File: config.mk
export PLATFORM = sky130hd
export DESIGN_NAME = vend_credit_accumulator
export DESIGN_NICKNAME = d
export VERILOG_FILES = /design/src/rtl/vend_pkg.sv /design/src/rtl/vend_coin_decoder.sv /design/src/rtl/vend_credit_accumulator.sv
export SDC_FILE = /design/constraint.sdc
export NUM_CORES = 1
export LEC_CHECK = 0
export BUFFER_PORTS_ARGS = -buffer_cell sky130_fd_sc_hd__buf_2
export CAP_MARGIN = 20
export CORE_MARGIN = 4
export CORE_UTILIZATION = 49
export CTS_CLUSTER_DIAMETER = 80
export DETAILED_ROUTE_END_ITERATION = 8
export PLACE_DENSITY = 0.78
export SYNTH_ARGS = -nofsm -noshare
export SYNTH_HDL_FRONTEND = slang
export SYNTH_SLANG_ARGS = --single-unit
export TNS_END_PERCENT = 30
File: constraint.sdc
create_clock -name clk -period 7.3 [get_ports clk]
set_input_delay 0.73 -clock clk [delete_from_list [all_inputs] [get_ports clk]]
set_output_delay 0.73 -clock clk [all_outputs]
set_load 0.005 [all_outputs]
File: src/rtl/vend_pkg.sv
// ----------------------------------------------------------------------------
// vend_pkg
//  Shared definitions for the vend credit accumulator, the downstream vend FSM
//  and their benches:
//   - coin_type encodings (2-bit code sampled with coin_valid)
//   - coin values in cents
//   - state encoding of the credit accumulator
// ----------------------------------------------------------------------------
package vend_pkg;

    typedef enum logic [1:0] {
        COIN_5C   = 2'b00,
        COIN_10C  = 2'b01,
        COIN_25C  = 2'b10,
        COIN_100C = 2'b11
    } coin_type_e;

    localparam int COIN_5C_CENTS   = 5;
    localparam int COIN_10C_CENTS  = 10;
    localparam int COIN_25C_CENTS  = 25;
    localparam int COIN_100C_CENTS = 100;

    typedef enum logic [2:0] {
        ST_IDLE      = 3'd0,
        ST_COLLECT   = 3'd1,
        ST_REQUEST   = 3'd2,
        ST_WAIT_ACK  = 3'd3,
        ST_WAIT_DONE = 3'd4,
        ST_PAYOUT    = 3'd5
    } acc_state_e;

endpackage

File: src/rtl/vend_coin_decoder.sv
// ----------------------------------------------------------------------------
// vend_coin_decoder
//  Purely combinational mapping of a coin_type code to its value in cents.
//  Ports:
//   i_coin_type  [1:0]          coin code (see vend_pkg::coin_type_e)
//   o_coin_value [CREDIT_W-1:0] coin value in cents
// ----------------------------------------------------------------------------
module vend_coin_decoder
    import vend_pkg::*;
#(
    parameter int CREDIT_W = 8
) (
    input  logic [1:0]          i_coin_type,
    output logic [CREDIT_W-1:0] o_coin_value
);

    always_comb begin
        o_coin_value = '0;
        case (coin_type_e'(i_coin_type))
            COIN_5C:   o_coin_value = CREDIT_W'(COIN_5C_CENTS);
            COIN_10C:  o_coin_value = CREDIT_W'(COIN_10C_CENTS);
            COIN_25C:  o_coin_value = CREDIT_W'(COIN_25C_CENTS);
            COIN_100C: o_coin_value = CREDIT_W'(COIN_100C_CENTS);
            default:   o_coin_value = '0;
        endcase
    end

endmodule

File: src/rtl/vend_credit_accumulator.sv
// ----------------------------------------------------------------------------
// vend_credit_accumulator
//  Upstream stage of the vend FSM. Accumulates coin credit, issues a one-cycle
//  start request once credit reaches PRICE, follows the vend FSM through its
//  ACTIVE phase and then pays out change. Cancel before the request refunds
//  the whole credit. All outputs are registered.
//  Ports:
//   clk          system clock, rising edge
//   rst_n        asynchronous active-low reset
//   coin_valid   1-cycle coin strobe
//   coin_type    coin code, sampled with coin_valid
//   cancel       refund request (level)
//   vend_busy    vend FSM ACTIVE indication
//   start        1-cycle vend request (high only in REQUEST)
//   credit       accumulated credit in cents
//   coin_reject  1-cycle: last sampled coin was not accepted
//   change_valid 1-cycle: change_amt is valid
//   change_amt   change/refund in cents, 0 when change_valid=0
// ----------------------------------------------------------------------------
module vend_credit_accumulator
    import vend_pkg::*;
#(
    parameter int PRICE      = 65,
    parameter int CREDIT_W   = 8,
    parameter int MAX_CREDIT = 200
) (
    input  logic                clk,
    input  logic                rst_n,
    input  logic                coin_valid,
    input  logic [1:0]          coin_type,
    input  logic                cancel,
    input  logic                vend_busy,
    output logic                start,
    output logic [CREDIT_W-1:0] credit,
    output logic                coin_reject,
    output logic                change_valid,
    output logic [CREDIT_W-1:0] change_amt
);

    // Constants sized to the one-bit-wider sum so compares never wrap.
    localparam logic [CREDIT_W:0]   L_MAX_SUM   = (CREDIT_W+1)'(MAX_CREDIT);
    localparam logic [CREDIT_W:0]   L_PRICE_SUM = (CREDIT_W+1)'(PRICE);
    localparam logic [CREDIT_W-1:0] L_PRICE     = CREDIT_W'(PRICE);

    acc_state_e          r_state;
    logic [CREDIT_W-1:0] r_credit;
    logic                r_start;
    logic                r_coin_reject;
    logic                r_change_valid;
    logic [CREDIT_W-1:0] r_change_amt;

    acc_state_e          w_state_next;
    logic [CREDIT_W-1:0] w_credit_next;
    logic [CREDIT_W-1:0] w_coin_value;
    logic [CREDIT_W:0]   w_sum;
    logic                w_fits;
    logic                w_coin_accept;
    logic                w_payout_go;
    logic [CREDIT_W-1:0] w_payout_amt;

    vend_coin_decoder #(
        .CREDIT_W (CREDIT_W)
    ) u_coin_decoder (
        .i_coin_type  (coin_type),
        .o_coin_value (w_coin_value)
    );

    assign w_sum  = {1'b0, r_credit} + {1'b0, w_coin_value};
    assign w_fits = (w_sum <= L_MAX_SUM);

    always_comb begin
        w_state_next  = r_state;
        w_credit_next = r_credit;
        w_coin_accept = 1'b0;
        w_payout_go   = 1'b0;
        w_payout_amt  = '0;
        case (r_state)
            ST_IDLE, ST_COLLECT: begin
                // Cancel has priority over a same-cycle coin, which is then
                // rejected; in IDLE there is nothing to refund so cancel is moot.
                if (cancel && (r_state == ST_COLLECT)) begin
                    w_state_next  = ST_PAYOUT;
                    w_payout_go   = 1'b1;
                    w_payout_amt  = r_credit;
                    w_credit_next = '0;
                end else if (coin_valid && w_fits) begin
                    w_coin_accept = 1'b1;
                    w_credit_next = w_sum[CREDIT_W-1:0];
                    w_state_next  = (w_sum >= L_PRICE_SUM) ? ST_REQUEST : ST_COLLECT;
                end
            end
            ST_REQUEST: begin
                w_state_next = ST_WAIT_ACK;
            end
            ST_WAIT_ACK: begin
                if (vend_busy) begin
                    w_state_next = ST_WAIT_DONE;
                end
            end
            ST_WAIT_DONE: begin
                if (!vend_busy) begin
                    w_state_next  = ST_PAYOUT;
                    w_payout_go   = 1'b1;
                    w_payout_amt  = r_credit - L_PRICE;
                    w_credit_next = '0;
                end
            end
            ST_PAYOUT: begin
                w_state_next = ST_IDLE;
            end
            default: begin
                w_state_next  = ST_IDLE;
                w_credit_next = '0;
            end
        endcase
    end

    always_ff @(posedge clk or negedge rst_n) begin
        if (!rst_n) begin
            r_state        <= ST_IDLE;
            r_credit       <= '0;
            r_start        <= 1'b0;
            r_coin_reject  <= 1'b0;
            r_change_valid <= 1'b0;
            r_change_amt   <= '0;
        end else begin
            r_state        <= w_state_next;
            r_credit       <= w_credit_next;
            // Registered Moore decode: high exactly while in REQUEST.
            r_start        <= (w_state_next == ST_REQUEST);
            r_coin_reject  <= coin_valid && !w_coin_accept;
            r_change_valid <= w_payout_go;
            r_change_amt   <= w_payout_go ? w_payout_amt : '0;
        end
    end

    assign start        = r_start;
    assign credit       = r_credit;
    assign coin_reject  = r_coin_reject;
    assign change_valid = r_change_valid;
    assign change_amt   = r_change_amt;

endmodule
---- Word-level counts from Yosys, hierarchy flattened ----
Cells that the tools add are included.
operators by class
  $add $sub $neg .......................... 2
  magnitude comparators ................... 2
  equal/unequal tests ..................... 11
  mux-type cells .......................... 21
  bitwise logic cells ..................... 1
  reduce and logical (&&, ||, !) cells .... 9
operator list
  kind                                                  number
  2-to-1 mux 8 bit                                      6
  case mux 8 bit (4 select lines)                       1
  case mux 8 bit (3 select lines)                       1
  case mux 8 bit (2 select lines)                       1
  2-to-1 mux 3 bit                                      4
  case mux 3 bit (4 select lines)                       1
  adder 8 x 8 -> 9 bit                                  1
  == test 3 x 2 -> 1 bit (second input constant)        3
  >= comparator 9 x 7 -> 1 bit (second input constant)  1
  <= comparator 9 x 8 -> 1 bit (second input constant)  1
  subtractor 8 x 7 -> 8 bit (second input constant)     1
  == test 3 bit (second input constant)                 2
  2-to-1 mux 1 bit                                      5
  == test 2 bit (second input constant)                 2
  == test 3 x 1 -> 1 bit (second input constant)        1
  logical AND 1 bit                                     3
  logical NOT 3 bit                                     1
  != test 3 bit (second input constant)                 1
  AND reduction 3 bit                                   1
  OR reduction 3 bit                                    1
  == test 2 x 1 -> 1 bit (second input constant)        1
  logical NOT 2 bit                                     1
  2-to-1 mux 2 bit                                      1
  != test 2 bit (second input constant)                 1
  other kinds (4)                                       4
storage, ports and cells
  register bits after elaboration ......... 22
  bits of input ports ..................... 7
  output and inout port bits .............. 19
  logic and storage cells ................. 52

---- Logic depth before layout (Yosys ltp) ----
  depth after elaboration ................. 10
  mapped depth ............................ 11
  mapped depth without buffers ............ 11

---- By module ----
Synthesis repeated with hierarchy kept, for this count alone.
second synthesis, totals
  cell total of the unflattened synthesis .. 179
  area total of the unflattened synthesis .. 1571.5 um^2
modules (own cells, without submodules)
  module                   instances  cells an instance  area each (um^2)  seq. area each (um^2)
  vend_credit_accumulator  1          168                1485.2            550.5
  vend_coin_decoder        1          11                 86.3              0.0

---- Least setup slack after synthesis ----
Ideal clock, no wire load.
  path kind ............................... input to register
  start point ............................. input coin_type[1]
  end point ............................... register r_credit[7], in the netlist credit[7]
  library setup time ...................... 0.121 ns
  arrival ................................. 3.226 ns
  required time ........................... 7.179 ns
  setup slack ............................. 3.953 ns
  cell stages on the path ................. 11
  buffers on the path ..................... 0
  cells stage by stage .................... inv_1 > ha_1 > inv_1 > fa_1 > nand2b_1 > o2bb2ai_2 > xnor2_1 > or4b_4 > a31o_4 > a311o_4 > a22o_1
between the ends
  longest elaborated chain between the ends .. 7
  elaborated cells between the ends (all ways) .. 13
  classes of those cells .................. add/sub: 1; order compare: 1; eq/ne: 4; mux: 4; reduce/logical: 3
ends and longest elaborated chain
  element                                line                            RTL
  start: declaration                     vend_credit_accumulator.sv:30   input logic [1:0] coin_type,
  == test 2 bit (tied with other cells)  vend_coin_decoder.sv:19         case (coin_type_e'(i_coin_type))
  case mux 8 bit (4 select lines) *      vend_coin_decoder.sv:19
  adder 8 x 8 -> 9 bit *                 vend_credit_accumulator.sv:68   assign w_sum = {1'b0, r_credit} + {1'b0, w_coin_value};
  <= comparator 9 x 8 -> 1 bit           vend_credit_accumulator.sv:69   assign w_fits = (w_sum <= L_MAX_SUM);
  logical AND 1 bit                      vend_credit_accumulator.sv:86   end else if (coin_valid && w_fits) begin
  != test 3 bit (no source line)         n/a
  AND reduction 3 bit (no source line)   n/a
  end signal: assignment                 vend_credit_accumulator.sv:128  r_credit <= w_credit_next;
  end: declaration                       vend_credit_accumulator.sv:46   logic [CREDIT_W-1:0] r_credit;
Every way passes the cells marked *; elsewhere a longest branch is shown, timed or not. The select of a mux whose other input is x is not followed.
A chain may end at the register's enable or synchronous reset.

---- Worst setup path in the final report ----
  start point ............................. input coin_type[0]
  end point ............................... register r_credit[4], in the netlist credit[4]
Same word-level chain as after synthesis.

==> qor.csv <==
stage,metric,value,unit
sta,final hold vios,0,
sta,share of the clock period used by the worst path,0.462,
synthesis,Post-Synth XOR/XNOR Area,0.0257,
synthesis,synth warn,0,
final_layout,Final #Nets,231,
synthesis,"area leader, netlist",dfrtp_1,
clock_network,hold_buf cts,0,
critical_path,Worst EP required,7490,ps
synthesis,post-synthesis simple-gate area fraction,0.218,
routing,drt wl/cell,13.7,µm
routing,TritonRoute pass-1 iters,4,
die,Starting Density,0.510,
final_layout,"Design Area, Final",1870,µm²
grt,pin count of the biggest net entering global routing,23,
synthesis,Syn Area/Cell,8.82,µm²
critical_path,Worst Path Arrival,3560,ps
synthesis,number of synthesized flops with an enable pin,0,
sta,Fin Setup TNS,0,ps
synthesis,post-synthesis mux area share,0.0184,
place,area post-placement,1830,µm²
final_layout,layout cell share with drive strength beyond 1,0.179,
routing,DRC,0,
synthesis,top-count cell post-synth,dfrtp_1,
routing,initial drt markers,87,
sta,fmax,297,MHz
critical_path,Worst path max stage delay,560,ps
critical_path,flop-to-flop setup slack,4050,ps
grt,initial antenna violation count,0,
synthesis,asr flop ratio synth,1.00,
critical_path,Worst Setup End Kind,flip-flop,
critical_path,crit path kind,input port to flip-flop,
synthesis,"Seq/Total Area, Yosys",0.324,
clock_network,"CTS clk-pin slew, worst paths",110,ps
place,# port buffers,25,
pwr,P_int,0.327,mW
clock_network,worst skew pair latency,290,ps
critical_path,crit path max fanout,8,
die,Ports,26,
sta,normalized max-slew margin,0.574,
run,Max-Cap Viols,0,
clock_network,CTS max path bufs,2,
synthesis,Post-Synth Adder-Cell Area,0.0853,
synthesis,Synth Area in Compound Gates,0.268,
final_layout,layout overhead on the synthesized area,9.93,%
pwr,Seq pwr share,0.364,
critical_path,CP dominant cell by count,inv_1,
synthesis,prevailing post-synth register cell,dfrtp_1,
critical_path,Critical path origin,coin_type[0],
die,core box area,3340,µm²
final_layout,Multi-input gate area,1050,µm²
pwr,switching share of power,0.448,
final_layout,final-layout fill cell count,316,
grt,vias in the first global route,1282,
synthesis,"FF+latch count, synth",22,
critical_path,cells along the critical path,buf_2 > inv_1 > ha_1 > inv_1 > fa_1 > nand2b_1 > o2bb2ai_2 > xnor2_1 > or4b_4 > a31o_4 > a311o_4 > a22o_1,
pwr,part of the power in combinational logic,0.529,
synthesis,largest family of logic cells by synthesized area,compound AO/OA/AOI/OAI gates,
final_layout,register area,551,µm²
synthesis,Netlist cell types,49,
sta,Slew Limit Fails,0,
die,die footprint,4480,µm²
pwr,Pwr Density,316,nW/µm²
grt,first-pass GRT wire length,5760,µm
clock_network,CTS root buffer,clkbuf_4,
grt,Total Routing Usage GR,0.163,
clock_network,post-CTS resize count,0,
synthesis,Syn Std Cell Area,1700,µm²
place,GPL Wtd Cong,0.856,
final_layout,antenna fix cells,0,
outcome,status,completed,
synthesis,Syn Inst Count,193,
critical_path,slowest cell on the critical path,or4b_4,
die,Rows,21,
pwr,Sw Pwr,0.265,mW
sta,Worst Skew,2.69,ps
clock_network,post-CTS setup buffers,0,
min_path,worst hold path class,input port to async pin,
synthesis,top post-synthesis cells by area,"dfrtp_1 (32%), ha_1 (7.4%), a22o_1 (4.6%), o21ai_0 (4.4%), nand2_1 (3.8%)",
pwr,leakage power,0.923,nW
sta,Least-Margin Pin Slew,640,ps
clock_network,H-Tree Depth,1,
clock_network,CTS buffer count,3,
clock_network,CTS tree,built,
die,Die W,66.9,µm
critical_path,Worst R2R End,credit[4]$_DFFE_PN0P_,
routing,DRT antenna net count,0,
routing,DRT Wirelength,3530,µm
synthesis,Syn Nets,211,
routing,Via density,5.83,
pwr,maximum VDD drop,0.000129,V
pwr,part of the power in the clock network,0.108,
critical_path,r2r startpoint,credit[0]$_DFFE_PN0P_,
critical_path,end of the critical path,credit[4]$_DFFE_PN0P_,
clock_network,Clock Sinks,22,
sta,unrepaired setup endpoints after global routing,false,
critical_path,FF-to-FF path depth,10,
place,DP HPWL,2790,µm
grt,total congestion overflow,0,
routing,via count,1503,
synthesis,most frequent cells after synthesis,"dfrtp_1 (22), nand2_1 (17), o21ai_0 (15)",
sta,final worst path period need,3370,ps
synthesis,Synth top area share,0.324,
critical_path,Critical Path Source Type,input port,
die,die height,66.9,µm
sta,endpoints failing setup,0,
layout make-up:
type | instances | area share
Clock buffer | 4 | 0.0194
Inverter | 14 | 0.0281
Multi-Input combinational cell | 147 | 0.561
Sequential cell | 22 | 0.294
Tap cell | 46 | 0.0308
Timing Repair Buffer | 25 | 0.0669
power groups by stage:
stage | registers (mW) | logic [mW] | clock network (mW)
2_1_floorplan | 0.184 | 0.267 | 0
3_3_place_gp | 0.216 | 0.305 | 0
3_5_place_dp | 0.216 | 0.312 | 0
4_1_cts | 0.213 | 0.314 | 0.0647
5_1_grt | 0.222 | 0.354 | 0.0688
6_report | 0.215 | 0.313 | 0.0638
through the flow:
step                power [mW]  utilization  cells  hold WS (ps)  setup WS, ps
detailed placement       0.528        0.550    254           553          3600
CTS                      0.592        0.561    258           380          3920
finish                   0.592        0.561    258           371          3930
global placement         0.521        0.550    254           557          3650
global route             0.644        0.561    258           404          3700
floorplan                0.451            -    193           434          3950
critical path: cells and delay by family:
kind	cells	cell delay, ps
buffers and inverters	3	250
AOI/OAI and AO/OA	4	1060
xor gates and xnor gates	1	160
and+or+nand+nor	2	780
adders and majority gates	2	560
logic make-up (layout without fill, tap and decap cells):
kind of cell / Yosys count / count (layout)
AOI/OAI and AO/OA: 60 / 60
xor gates and xnor gates: 5 / 5
adders and majority gates: 11 / 11
buffers and inverters: 24 / 43
DFF: 22 / 22
muxes: 3 / 3
and+or+nand+nor: 68 / 68
cells in the final DEF, fill, tap and decap left out, drive strengths merged, types with 2 or more instances in the layout:
cell type and instances:
buf 25, dfrtp 22, nand2 17, o21ai 15, inv 14, nor2 12
a21oi 12, ha 10, a22o 9, o31ai 7, nand3 5, nor2b 5
nand2b 5, nor3 4, xnor2 4, clkbuf 4, or3 3, or4 3
nand4 3, a211oi 3, a2111oi 3, mux2i 2, nor4 2, o22ai 2
a21o 2, or4b 2
layer usage:
| layer | vias to the layer above | wire [µm] | track usage |
|---|---|---|---|
| met2 | 37 | 1680 | 0.272 |
| met3 | 0 | 182 | 0.0169 |
| met1 | 712 | 1670 | 0.227 |
| met4 | 0 | 0 | 0.0304 |
| li1 | 754 | - | - |
| met5 | - | 0 | 0 |
how the worst min path moves through the flow:
stage                                    endpoint  slack (ps)                 start  cells after the start
after floorplan           change_amt[0]$_DFF_PN0_         430                 rst_n                      0
after global routing        coin_reject$_DFF_PN0_         400                 rst_n                      1
after global placement    change_amt[0]$_DFF_PN0_         560  r_state[1]$_DFF_PN0_                      1
final                     change_amt[6]$_DFF_PN0_         370                 rst_n                      1
after CTS                 change_amt[1]$_DFF_PN0_         380                 rst_n                      1
after detailed placement  change_amt[0]$_DFF_PN0_         550  r_state[1]$_DFF_PN0_                      1
flip-flops by register name, indices dropped and copies added, names as in the netlist:
register	cells
change_amt	8
change_valid	1
coin_reject	1
credit	8
r_state	3
start	1
(Power assumes the default switching activity.)
